File: config.mk
export PLATFORM = sky130hd
export DESIGN_NAME = rst_seq_gen
export DESIGN_NICKNAME = d
export VERILOG_FILES = /design/src/rtl/rst_seq_gen.sv
export SDC_FILE = /design/constraint.sdc
export NUM_CORES = 1
export LEC_CHECK = 0
export ABC_AREA = 1
export BUFFER_PORTS_ARGS = -buffer_cell sky130_fd_sc_hd__buf_2
export CAP_MARGIN = 20
export CORE_UTILIZATION = 55
export CTS_BUF_LIST = sky130_fd_sc_hd__clkbuf_8
export DETAILED_ROUTE_END_ITERATION = 8
export GPL_ROUTABILITY_DRIVEN = 0
export PLACE_DENSITY = 0.89
export SETUP_SLACK_MARGIN = 0.1
export SLEW_MARGIN = 20
export SYNTH_ARGS = -nofsm -noshare
export SYNTH_HDL_FRONTEND = slang
export SYNTH_SLANG_ARGS = --single-unit
File: constraint.sdc
create_clock -name IO_CLK -period 1.6 [get_ports IO_CLK]
set_input_delay 0.16 -clock IO_CLK [delete_from_list [all_inputs] [get_ports IO_CLK]]
set_output_delay 0.16 -clock IO_CLK [all_outputs]
set_load 0.02 [all_outputs]
File: src/rtl/rst_seq_gen.sv
// rst_seq_gen: staged reset sequencer for the PLL clock generator.
// Qualifies PLL lock, stretches reset, then releases domains in order.
module rst_seq_gen #(
    parameter int NUM_RST        = 4,
    parameter int STRETCH_CYCLES = 16,
    parameter int STAGE_GAP      = 8,
    parameter int LOCK_FILTER    = 4,
    parameter int CNT_W          = 8
) (
    input  logic               IO_CLK,
    input  logic               IO_RST_N,
    input  logic               pll_locked_i,
    input  logic               sw_rst_req_i,
    input  logic               lock_lost_clr_i,
    output logic [NUM_RST-1:0] rst_n_o,
    output logic               all_released_o,
    output logic               lock_lost_o,
    output logic [1:0]         state_o
);

    typedef enum logic [1:0] {
        WAIT_LOCK = 2'd0,
        STRETCH   = 2'd1,
        RELEASE   = 2'd2,
        RUN       = 2'd3
    } state_t;

    localparam logic [CNT_W-1:0] FILT_MAX     = CNT_W'(LOCK_FILTER);
    localparam logic [CNT_W-1:0] STRETCH_LAST = CNT_W'(STRETCH_CYCLES - 1);
    localparam logic [CNT_W-1:0] GAP_LAST     = CNT_W'(STAGE_GAP - 1);

    logic               sync_q;
    logic               locked_s;
    logic [CNT_W-1:0]   filt_q;
    logic               lock_ok;

    state_t             state_q, state_d;
    logic [CNT_W-1:0]   cnt_q, cnt_d;
    logic [CNT_W-1:0]   cnt_last;
    logic [NUM_RST-1:0] rst_q, rst_d, rst_next;
    logic               all_q, all_d;
    logic               lost_q, lost_d;
    logic               lock_loss;
    logic               sw_go;

    always_ff @(posedge IO_CLK or negedge IO_RST_N) begin
        if (!IO_RST_N) begin
            sync_q   <= 1'b0;
            locked_s <= 1'b0;
        end else begin
            sync_q   <= pll_locked_i;
            locked_s <= sync_q;
        end
    end

    // Saturating filter: any low synchronised sample restarts qualification.
    always_ff @(posedge IO_CLK or negedge IO_RST_N) begin
        if (!IO_RST_N) begin
            filt_q <= '0;
        end else if (!locked_s) begin
            filt_q <= '0;
        end else if (filt_q != FILT_MAX) begin
            filt_q <= filt_q + CNT_W'(1);
        end
    end

    assign lock_ok   = (filt_q == FILT_MAX);
    assign lock_loss = !locked_s && (state_q != WAIT_LOCK);
    assign sw_go     = sw_rst_req_i && (state_q == RUN);
    assign rst_next  = (rst_q << 1) | NUM_RST'(1);
    assign cnt_last  = (state_q == STRETCH) ? STRETCH_LAST : GAP_LAST;

    always_comb begin
        state_d = state_q;
        cnt_d   = cnt_q;
        rst_d   = rst_q;
        all_d   = all_q;
        if (lock_loss) begin
            state_d = WAIT_LOCK;
            cnt_d   = '0;
            rst_d   = '0;
            all_d   = 1'b0;
        end else if (sw_go) begin
            state_d = STRETCH;
            cnt_d   = '0;
            rst_d   = '0;
            all_d   = 1'b0;
        end else begin
            unique case (state_q)
                WAIT_LOCK: begin
                    rst_d = '0;
                    all_d = 1'b0;
                    if (lock_ok) begin
                        state_d = STRETCH;
                        cnt_d   = '0;
                    end
                end
                STRETCH, RELEASE: begin
                    if (cnt_q == cnt_last) begin
                        // Shifting a one in keeps release strictly in order.
                        rst_d   = rst_next;
                        cnt_d   = '0;
                        all_d   = &rst_next;
                        state_d = (&rst_next) ? RUN : RELEASE;
                    end else begin
                        cnt_d = cnt_q + CNT_W'(1);
                    end
                end
                RUN: begin
                    rst_d = '1;
                    all_d = 1'b1;
                end
                default: begin
                    state_d = WAIT_LOCK;
                end
            endcase
        end
    end

    // Set beats clear so a simultaneous clear cannot hide a lock loss.
    always_comb begin
        lost_d = lost_q;
        if (lock_loss) begin
            lost_d = 1'b1;
        end else if (lock_lost_clr_i) begin
            lost_d = 1'b0;
        end
    end

    always_ff @(posedge IO_CLK or negedge IO_RST_N) begin
        if (!IO_RST_N) begin
            state_q <= WAIT_LOCK;
            cnt_q   <= '0;
            rst_q   <= '0;
            all_q   <= 1'b0;
            lost_q  <= 1'b0;
        end else begin
            state_q <= state_d;
            cnt_q   <= cnt_d;
            rst_q   <= rst_d;
            all_q   <= all_d;
            lost_q  <= lost_d;
        end
    end

    assign rst_n_o        = rst_q;
    assign all_released_o = all_q;
    assign lock_lost_o    = lost_q;
    assign state_o        = state_q;

endmodule

After elaboration in Yosys (flattened, before gate mapping)
Index checks and enable logic that the tools add are counted.
{"block": "totals", "register_bits": 26, "input_bits": 5, "word_cells": 54}
{"block": "classes", "n_addsub": 2, "eq_ne": 9, "n_mux": 24, "n_reduce_logical": 11}
{"op": "$mux 8", "count": 6}
{"op": "$add 8x1->8 const B", "count": 2}
{"op": "$mux 4", "count": 4}
{"op": "$pmux 8 s2", "count": 1}
{"op": "$pmux 4 s3", "count": 1}
{"op": "$eq 8x3->1 const B", "count": 1}
{"op": "$eq 8x4->1", "count": 1}
{"op": "$mux 2", "count": 4}
{"op": "$ne 4x4->1 const B", "count": 2}
{"op": "$ne 8x3->1 const B", "count": 1}
{"op": "$mux 1", "count": 6}
{"op": "$reduce_and 3->1", "count": 2}
{"op": "$eq 2x2->1 const B", "count": 2}
{"op": "$pmux 2 s2", "count": 1}
{"op": "$reduce_bool 2->1", "count": 2}
{"op": "$reduce_bool 4->1", "count": 1}
{"op": "$pmux 1 s3", "count": 1}
{"op": "$eq 2x1->1 const B", "count": 1}
{"op": "$logic_and 1x1->1", "count": 2}
{"op": "$logic_not 2->1", "count": 1}
{"op": "$ne 2x1->1 const B", "count": 1}
{"op": "$reduce_and 2->1", "count": 1}
{"op": "$reduce_or 2->1", "count": 1}
{"op": "$logic_not 1->1", "count": 1}

Logic depth before layout (Yosys ltp)
Gate-level depths: netlist of the first run.
{"block": "logic_depth", "depth_word": 7, "ltp_mapped": 10}

Worst setup path before layout of the first run
No wires, ideal clock.
{"block": "synth_timing", "kind": "register -> register", "startpoint": "register state_q[0] (netlist: state_o[0])", "endpoint": "register state_q[0] (netlist: state_o[0])", "t_arrival_ps": 1544, "slack_ps": -61, "path_stages_with_launch": 10, "period_less_slack_ps": 1661, "path_cell_list": "dfrtp_1 > inv_1 > ha_1 > nand2_1 > nor2_4 > inv_1 > nor2_4 > nor2_2 > nand2_1 > nand2_1"}
{"block": "synth_between", "elab_chain_cells": 5, "word_cells_on_any_way": 17, "cone_classes": "6 x eq/ne; 4 x mux; 7 x reduce/logical"}
{"item": "from (decl)", "line": "37", "source": "state_t state_q, state_d;"}
{"item": "from (signal assigned)", "line": "138", "source": "state_q <= state_d;"}
{"item": "$eq 2x1->1 / $eq 2x2->1 (equally long branches)", "line": "71, 89"}
{"item": "$mux 4 / $reduce_or 2->1 (equally long branches)", "line": "71, 89"}
{"item": "$eq 8x4->1 / $pmux 2 s2 (equally long branches)", "line": "99, 89"}
{"item": "$ne 4x4->1 (no source line) / $mux 2 (equally long branches)"}
{"item": "$reduce_and 3->1 (no source line) / $mux 2 (equally long branches)"}
Parallel ways exist; a longest one is shown, timed or not.
A chain may end at the register's enable or synchronous reset.

Final worst setup path of the first run
{"block": "layout_timing", "startpoint": "register state_q[1] (netlist: state_o[1])", "endpoint": "register state_q[0] (netlist: state_o[0])"}
Same word-level chain as after synthesis.

==> results of run 1 <==
worst max-delay path, stage by stage, from the launching register on:
cell and delay [ps]:
dfrtp_2 430, inv_2 110, ha_4 190, nor2_4 230
nor2_4 80, nand2_4 130, buf_12 120, nand2_8 80
nor2_4 130, nand2_1 110, nand2_1 90
power by group:
group	leakage [nW]	switching, W	internal, W
Clock	0.0288	0.000227	0.000221
Sequential	0.346	0.000179	0.000787
Combinational	0.653	0.00151	0.00106
Total	1.03	0.00191	0.00207
routing by layer:
layer / up-vias / part of all wire, % / global-route usage (%)
met5: - / 0 / 0
met4: 0 / 8.6 / 17.9
met3: 56 / 13 / 6.50
met2: 178 / 44 / 53.9
met1: 777 / 34 / 37.8
li1: 684 / - / -
flip-flops by register name, summed over array words and instances (netlist names):
register        flops
sync_q              1
all_released_o      1
locked_s            1
cnt_q               8
filt_q              8
lock_lost_o         1
state_o             2
rst_n_o             4
stage by stage:
stage	setup WS (ps)	area [um2]	total power, W	TNS [ps]
finish	-181	2080	0.00398	-1300
global route	-241	2080	0.00411	-2170
CTS	26.8	1830	0.00305	0
detailed placement	-2.71	1660	0.00235	-2.71
global placement	30.8	1660	0.00229	0
floorplan	106	1540	0.00198	0
final timing paths:
kind	to	slack, ps	cells past startpoint
worst max-delay path	state_o[0]	-180	10
worst min-delay path	lock_lost_o	50	2
worst max register to register	state_o[0]	-180	10
worst min register to register	locked_s	390	0
max in group asynchronous	state_o[0]	780	2
min in group asynchronous	state_o[1]	400	2
cell usage in the layout (no fill, tap or decap), types with 3 or more instances in the layout:
master,n
a21oi_1,9
buf_12,3
buf_2,12
buf_4,17
buf_6,3
clkbuf_8,4
dfrtp_1,24
ha_4,4
inv_1,22
inv_2,6
nand2_1,29
nand2_2,8
nand2_4,6
nand3_1,13
nand4_1,4
nor2_1,18
nor2_4,9
o21ai_0,5
o21ai_1,6
cells by family (layout without fill, tap and decap cells):
kind of cell               after synthesis  in the layout
AOI/OAI and AO/OA                       29             29
DFF                                     26             26
and+or+nand+nor                         95             95
adders and majority gates                7              7
buffers and inverters                   31             71
xor gates and xnor gates                 1              1
repair_timing:
| item | 4_1_cts | 5_1_grt |
|---|---|---|
| hold buffers | 2 | 0 |
| setup endpoints to repair | 14 | 19 |
| endpoints found under the hold margin | 27 | 0 |
| buffers inserted | 5 | 15 |
| gates resized for setup | 15 | 35 |
| pin swaps | 11 | 14 |
| gates cloned | 0 | 0 |
area by class of cell:
class	count	area, um2
Tap cell	30	37.5
Fill cell	118	439
Timing Repair Buffer	37	302
Clock buffer	4	55.1
Inverter	30	118
Multi-Input combinational cell	132	918
Sequential cell	26	653
==> summary.md, run 1 <==
| Metric | Value |
|---|---|
| Core region area | approximately 2500 um2 |
| Flop and latch count out of synthesis | 26 |
| FP Rows | 18 |
| Post-route insts no fill | 259 |
| Final Hold Viols | 0 |
| Max-cap violations | 0 |
| Min-delay worst type | in -> reg |
| CP Class | reg -> reg |
| Initial core utilization | 59.0% |
| Inst Count DP | 233 |
| Final Max Slew Viols | 0 |
| Post-synth top cells | 40 x nand2_1, 28 x inv_1, 26 x dfrtp_1 |
| Critical Path Start | state_o[1] |
| Least-Margin Pin Slew | 589 ps |
| Initial antenna violation count | 0 |
| EDFF count, synth | 0 |
| Routed vias/inst | 6.54 |
| Area grow syn2layout | 40.0% |
| RSZ-0062 raised after global routing | yes |
| Ys flop type | dfrtp_1 |
| Count of cell types in the netlist | 24 |
| GRT Residual Overflow | 0 |
| Simple logic cell fraction of the synthesized area | approximately 30% |
| Achievable Freq | 562 MHz |
| Final Util | 82.6% |
| Worst setup SP type | register |
| Final wirelength | 5.65 mm |
| Part of the cycle the worst path needs | 111% |
| Die width | 54.0 um |
| Die height | 54.0 um |
| Vias | 1695 |
| Period minus WS final | 1780 ps |
| Pin count of the biggest net entering global routing | 27 |
| Peak supply drop | roughly 1.7 mV |
| CTS sink cnt | 26 |
| # DRC | 0 |
| Largest family of logic cells by synthesized area | simple AND/OR/NAND/NOR gates |
| Clock transition at path regs | roughly 90 ps |
| First-pass GRT wire length | 6.35 mm |
| Hold slack | 46.7 ps |
| Clock H-tree levels | 1 |
| Synth top area cells | dfrtp_1 44%, nand2_1 10%, inv_1 7.1%, ha_1 5.9%, nand3_1 5.7% |
| Diode count | 0 |
| Top-count cell post-synth | nand2_1 |
| Mapped cell area | 1490 um2 |
| Failing checks | negative setup slack |
| Root buffer cell | clkbuf_8 |
| Pre-antenna DRT Iters | 6 |
| HPWL after detailed placement | between 2 and 2.5 mm |
| Adder-Cell Fraction of Synth Area | 5.89% |
| Pwr Density | 1910 nW/um2 |
| Synth Net Count | 201 |
| Fraction of registers with async set/reset | 100% |
| Crit-path max FO | 8 |
| TritonCTS buffer count | 3 |
| Area leader, netlist | dfrtp_1 |
| Initial drt markers | 106 |
| WL/cell | ~22 um |
| Port Buffers | 12 |
| Setup ws final | -181 ps |
| Final setup violation count | 15 |
| GRT Overall Usage | about 32% |
| Post-synth top area share | approximately 44% |
| Die area | 2920 um2 |
| Syn avg cell area | 7.87 um2 |
| Synth Area in XOR/XNOR | 0.589% |
| Leak pwr | 1.03 nW |
| Mux cell area share after synthesis | 0% |
| Layout cell share with drive strength beyond 1 | approximately two fifths |
| Worst Path Arrival | 2010 ps |
| Required @ worst endpoint | 1830 ps |
| I/O pin total | 13 |
| Slew margin rel. | 60.7% |
| ANT nets after route | 0 |
| Post-Syn Instances | 189 |
| Hold path startpoint | lock_lost_clr_i |
| TritonCTS clock tree | done |
| Synth Warn # | 0 |
| Clock Skews | ~5.0 ps |
| Sequential area share after synthesis | 43.7% |
| Status | finished, violations left |
| Final #Nets | around 240 |
| Clk_lat worst skew | 290 ps |
| Max clock buf depth | 2 |
| Worst setup EP type | register |
| Worst flop-to-flop path startpoint | state_o[1] |
| Synth Area in Compound Gates | between 10% and 20% |
| Vias in the first global route | between 1000 and 1500 |
No activity file was read; power rests on OpenSTA's default activity.
==> inputs of run 2 (changes only) <==
--- a/config.mk
+++ b/config.mk
@@ -12,7 +12,7 @@
 export CTS_BUF_LIST = sky130_fd_sc_hd__clkbuf_8
 export DETAILED_ROUTE_END_ITERATION = 8
 export GPL_ROUTABILITY_DRIVEN = 0
-export PLACE_DENSITY = 0.89
+export PLACE_DENSITY = 0.78
 export SETUP_SLACK_MARGIN = 0.1
 export SLEW_MARGIN = 20
 export SYNTH_ARGS = -nofsm -noshare
==> summary.md, run 2 (same netlist as run 1, synthesis figures left out) <==
| Metric | Value |
|---|---|
| Initial drt markers | 66 |
| Least-Margin Pin Slew | roughly 570 ps |
| Reg area | 653 um2 |
| Post-route insts no fill | roughly 250 |
| Final setup violation count | 0 |
| Worst Path Arrival | 1750 ps |
| Crit-path max FO | 7 |
| FP Rows | 18 |
| Period minus WS final | between 1500 and 2000 ps |
| Final wirelength | 3.67 mm |
| Achievable Freq | 632 MHz |
| Part of the cycle the worst path needs | between 90% and 100% |
| Worst setup EP type | register |
| Pwr Density | between 1500 and 2000 nW/um2 |
| Die width | 54.0 um |
| Routed vias/inst | about 5.5 |
| HPWL after detailed placement | 2.13 mm |
| Max clock buf depth | 2 |
| Root buffer cell | clkbuf_8 |
| GRT Overall Usage | between 20% and 30% |
| Most frequent cells in the layout | 37 x nand2_1, 24 x inv_1, 24 x dfrtp_1 |
| First-pass GRT wire length | 5.33 mm |
| Commonest non-fill, non-tap cell in the layout | nand2_1 |
| Crit path largest cell delay | 460 ps |
| Vias | 1397 |
| Final Util | 75.9% |
| Worst setup SP type | register |
| Critical-path top delay cell | dfrtp_2 |
| Leak pwr | 0.945 nW |
| Max-cap violations | 0 |
| Final Max Slew Viols | 0 |
| Port Buffers | 12 |
| Clk_lat worst skew | ~270 ps |
| Initial antenna violation count | 0 |
| CTS sink cnt | 26 |
| Core region area | 2520 um2 |
| Clock Skews | between 5 and 6 ps |
| Area grow syn2layout | 28.8% |
| Die height | 54.0 um |
| TritonCTS buffer count | 3 |
| Critical path, cell by cell | inv_4 > ha_4 > nor2_4 > buf_6 > nor2_4 > inv_2 > nor2_4 > nor2_2 > nand2_1 > nand2_1 |
| Initial core utilization | 59.0% |
| Peak supply drop | about 1.3 mV |
| Diode count | 0 |
| TritonCTS clock tree | done |
| Critical Path Most Common Cell | nor2_4 |
| RSZ-0062 raised after global routing | yes |
| Final #Nets | 236 |
| I/O pin total | 13 |
| Die area | a little under 3000 um2 |
| Required @ worst endpoint | 1760 ps |
| Area after DPL | 1640 um2 |
| GRT Residual Overflow | 0 |
| Area of the multi-input gates | about 830 um2 |
| Clock transition at path regs | 90 ps |
| Slew margin rel. | 61.8% |
| Clock H-tree levels | 1 |
| Inst Count DP | 231 |
| Fillcell total | roughly 150 |
| CP Class | reg -> reg |
| Vias in the first global route | 1214 |
| Final Hold Viols | 0 |
| WL/cell | between 10 and 15 um |
| Status | complete, no violations |
| ANT nets after route | 0 |
| Pre-antenna DRT Iters | 4 |
| # DRC | 0 |
| Min-delay worst type | in -> reg |
| Pin count of the biggest net entering global routing | 27 |
| Finished Cell Area | 1920 um2 |
| Layout cell share with drive strength beyond 1 | about a third |
## run 2: changes by cell type in the layout (fill, tap and decap cells not counted), moves of 3 or more
cell	before	now
nand2_1	29	37
buf_12	3	0
inv_2	6	3
nand2_2	8	5
nand2_4	6	3
nor2_2	1	4
nor2_4	9	6
## run 2: repair_timing
action / 4_1_cts / 5_1_grt
hold buffers: 2 / 0
endpoints found under the setup margin: 15 / 18
pin swaps: 11 / 15
resized for setup: 6 / 18
hold endpoints to repair: 27 / 0
gates cloned: 1 / 0
buffers inserted: 11 / 4
## run 2: layer usage
| metal | up-vias | routed length [um] | GRT usage, % | part of all wire, % |
|---|---|---|---|---|
| met5 | - | 0 | 0 | 0 |
| met4 | 0 | 65 | 5.56 | 1.8 |
| met3 | 10 | 238 | 2.54 | 6.5 |
| met2 | 63 | 1830 | 42.6 | 50 |
| met1 | 652 | 1540 | 34.8 | 42 |
| li1 | 672 | - | - | - |
## run 2: stage by stage
step | hold slack (ps) | setup WS, ps | total power, W | TNS (ps)
after floorplan | -136 | 106 | 0.00198 | 0
after global placement | 181 | 37.1 | 0.00225 | 0
after detailed placement | 191 | -2.44 | 0.00229 | -2.44
after CTS | 69.2 | 30.7 | 0.00305 | 0
after global routing | 90.0 | -73.8 | 0.00355 | -340
final | 106 | 17.6 | 0.00334 | 0
## run 2: area by class of cell
type,count,share of cell area [%]
Sequential cell,26,34.1
Timing Repair Buffer,30,10.6
Multi-Input combinational cell,133,43.3
Clock inverter,1,1.57
Inverter,30,6.27
Clock buffer,3,2.16
Tap cell,30,1.96
## run 2: worst paths after layout
| check | slack, ps | end | cells after the start | start |
|---|---|---|---|---|
| max | 20 | state_o[1] | 10 | state_o[1] |
| min | 110 | lock_lost_o | 2 | lock_lost_clr_i |
| max reg2reg | 20 | state_o[1] | 10 | state_o[1] |
| min reg2reg | 370 | locked_s | 0 | sync_q |
| max in group asynchronous | 770 | state_o[1] | 2 | IO_RST_N |
| min in group asynchronous | 410 | filt_q[7] | 2 | IO_RST_N |
## run 2: worst max-delay path, delay by kind of cell, from the launching register on
family / cells / cell delay, ps
AND/OR/NAND/NOR: 6 / 560
flip-flops: 1 / 460
buffers and inverters: 3 / 300
adder cells (fa/ha/maj): 1 / 150
## run 2: where the power goes
part / internal [W] / switching, W
combinational: 0.000771 / 0.00108
clock: 0.000335 / 0.000210
sequential: 0.000788 / 0.000150
==> inputs of run 3 (changes only) <==
--- a/config.mk
+++ b/config.mk
@@ -8,11 +8,12 @@
 export ABC_AREA = 1
 export BUFFER_PORTS_ARGS = -buffer_cell sky130_fd_sc_hd__buf_2
 export CAP_MARGIN = 20
-export CORE_UTILIZATION = 55
+export CORE_UTILIZATION = 61
 export CTS_BUF_LIST = sky130_fd_sc_hd__clkbuf_8
 export DETAILED_ROUTE_END_ITERATION = 8
 export GPL_ROUTABILITY_DRIVEN = 0
-export PLACE_DENSITY = 0.78
+export HOLD_SLACK_MARGIN = 0.02
+export PLACE_DENSITY = 0.82
 export SETUP_SLACK_MARGIN = 0.1
 export SLEW_MARGIN = 20
 export SYNTH_ARGS = -nofsm -noshare
==> constraint.sdc (replaced) <==
create_clock -name IO_CLK -period 1.8 [get_ports IO_CLK]
set_input_delay 0.09 -clock IO_CLK [delete_from_list [all_inputs] [get_ports IO_CLK]]
set_output_delay 0.09 -clock IO_CLK [all_outputs]
set_load 0.02 [all_outputs]
==> summary.md, run 3 (same netlist as run 1, synthesis figures left out) <==
| Metric | Value |
|---|---|
| DP Worst Slack | around 100 ps |
| CP Class | reg -> reg |
| Die width | 51.4 um |
| Core region area | roughly 2300 um2 |
| FP Rows | 17 |
| Max-cap violations | 0 |
| Int Pwr | 0.00146 W |
| Worst setup EP type | register |
| Area grow syn2layout | 17.5% |
| WL/cell | 14.6 um |
| TNS Setup | 0 ps |
| Leak pwr | 0.896 nW |
| Root buffer cell | clkbuf_8 |
| Crit-path max FO | 8 |
| Final wirelength | between 3 and 4 mm |
| CTS sink cnt | 26 |
| Vias | 1362 |
| Vias in the first global route | 1298 |
| Clk_lat worst skew | 270 ps |
| Initial antenna violation count | 0 |
| HPWL after detailed placement | approximately 2.4 mm |
| Final setup violation count | 0 |
| Net Sw Frac | 44.0% |
| TritonCTS buffer count | 3 |
| Critical path, cell by cell | inv_1 > ha_1 > nand3_1 > o21ai_4 > nand2_4 > nor2_2 > nand2_1 > nand2_1 |
| Critical-path top delay cell | dfrtp_1 |
| I/O pin total | 13 |
| Period minus WS final | approximately 1700 ps |
| Post-route insts no fill | 241 |
| Min-delay worst type | in -> reg |
| Inst Count DP | 230 |
| Final Power | 0.00261 W |
| ANT nets after route | 0 |
| Status | complete, no violations |
| Combinational power share | 50.5% |
| Initial core utilization | between 60 and 70% |
| Diode count | 0 |
| Net switching power | 0.00115 W |
| Final Hold Viols | 0 |
| Pre-antenna DRT Iters | 4 |
| Layout cell share with drive strength beyond 1 | 21.1% |
| Max clock buf depth | 2 |
| Pin count of the biggest net entering global routing | 27 |
| Die height | just over 50 um |
| Clock H-tree levels | 1 |
| Clock transition at path regs | 90 ps |
| # DRC | 0 |
| Slew margin rel. | 61.8% |
| Crit path largest cell delay | 410 ps |
| Commonest non-fill, non-tap cell in the layout | nand2_1 |
| First-pass GRT wire length | 5.53 mm |
| Final Max Slew Viols | 0 |
| TritonCTS clock tree | done |
| Pwr Density | around 1500 nW/um2 |
| Most frequent cells in the layout | 39 x nand2_1, 25 x inv_1, 25 x dfrtp_1 |
| Initial drt markers | 51 |
| Critical Path Most Common Cell | nand2_1 |
| Worst path depth | 8 |
| Port Buffers | 12 |
| Clock network power share | 18.4% |
| Achievable Freq | just over 600 MHz |
| Crit path buffers/inverters | 1 |
| GRT Residual Overflow | 0 |
| Reg power frac | 31.0% |
| Least-Margin Pin Slew | 574 ps |
| GRT Overall Usage | 28.6% |
| RSZ-0062 raised after global routing | yes |
| Part of the cycle the worst path needs | 92.1% |
| Final #Nets | 226 |
| Clock Skews | 1.18 ps |
| Worst setup SP type | register |
| Worst hold path stage count | 4 |
| Worst Path Arrival | roughly 1900 ps |
| Setup ws final | 142 ps |
| FF-to-FF path depth | 8 |
| Routed vias/inst | roughly 5.7 |
| Required @ worst endpoint | 2010 ps |
| Peak supply drop | between 1 and 1.5 mV |
| Kind of cell adding the most delay to the critical path | simple AND/OR/NAND/NOR gates |
| Die area | 2640 um2 |
[run 3: changes by cell type in the layout (fill, tap and decap cells not counted), sizes merged]
cell | before | now
buf | 28 | 18
dlygate4sd3 | 2 | 3
nand2 | 45 | 44
[run 3: cell type report]
cell class | count | area, um2
clock buffer | 3 | 41.3
inverter | 30 | 115
tap | 28 | 35.0
timing repair buffer | 21 | 148
sequential | 26 | 652
multi-input combinational | 132 | 727
clock inverter | 1 | 30.0
fill | 146 | 507
[run 3: worst paths after layout]
| path | from | to | slack (ps) |
|---|---|---|---|
| max in group asynchronous | IO_RST_N | state_o[0] | 1050 |
| max | filt_q[0] | state_o[0] | 140 |
| min in group asynchronous | IO_RST_N | filt_q[5] | 350 |
| min reg2reg | sync_q | locked_s | 370 |
| max reg2reg | filt_q[0] | state_o[0] | 140 |
| min | sw_rst_req_i | cnt_q[2] | 220 |
[run 3: worst reg2reg max path: stages (launching register included)]
cell and delay, ps:
dfrtp_1 410, inv_1 110, ha_1 160, nand3_1 150
o21ai_4 320, nand2_4 130, nor2_2 180, nand2_1 80
nand2_1 60
[run 3: through the flow]
step                area, um2  hold slack (ps)  util [%]
CTS                      1700              211      75.4
finish                   1750              218      77.5
detailed placement       1590              117      70.5
global route             1750              255      77.5
floorplan                1490             -206         -
global placement         1590              109      70.5
[run 3: power groups by stage]
stage | combinational, W | clock, W | sequential (W)
6_report | 0.00132 | 0.000481 | 0.000811
5_1_grt | 0.00143 | 0.000506 | 0.000825
4_1_cts | 0.00120 | 0.000487 | 0.000802
3_5_place_dp | 0.00116 | 0 | 0.000816
3_3_place_gp | 0.00112 | 0 | 0.000805
2_1_floorplan | 0.000784 | 0 | 0.000872
[run 3: what timing repair did]
action | CTS | global route
hold buffers | 3 | 0
pin swaps | 1 | 4
resized for setup | 0 | 8
endpoints found under the hold margin | 28 | 0
buffers inserted | 1 | 3
endpoints found under the setup margin | 5 | 11
gates cloned | 0 | 0
[run 3: metal layers]
metal  part of all wire (%)  wire length (um)  vias to the layer above  track usage (%)
li1                       -                 -                      653                -
met1                     42              1490                      622             35.3
met2                     48              1680                       67             48.9
met3                    6.3               221                       20             5.06
met4                    3.6               127                        0             11.7
met5                      0                 0                        -                0
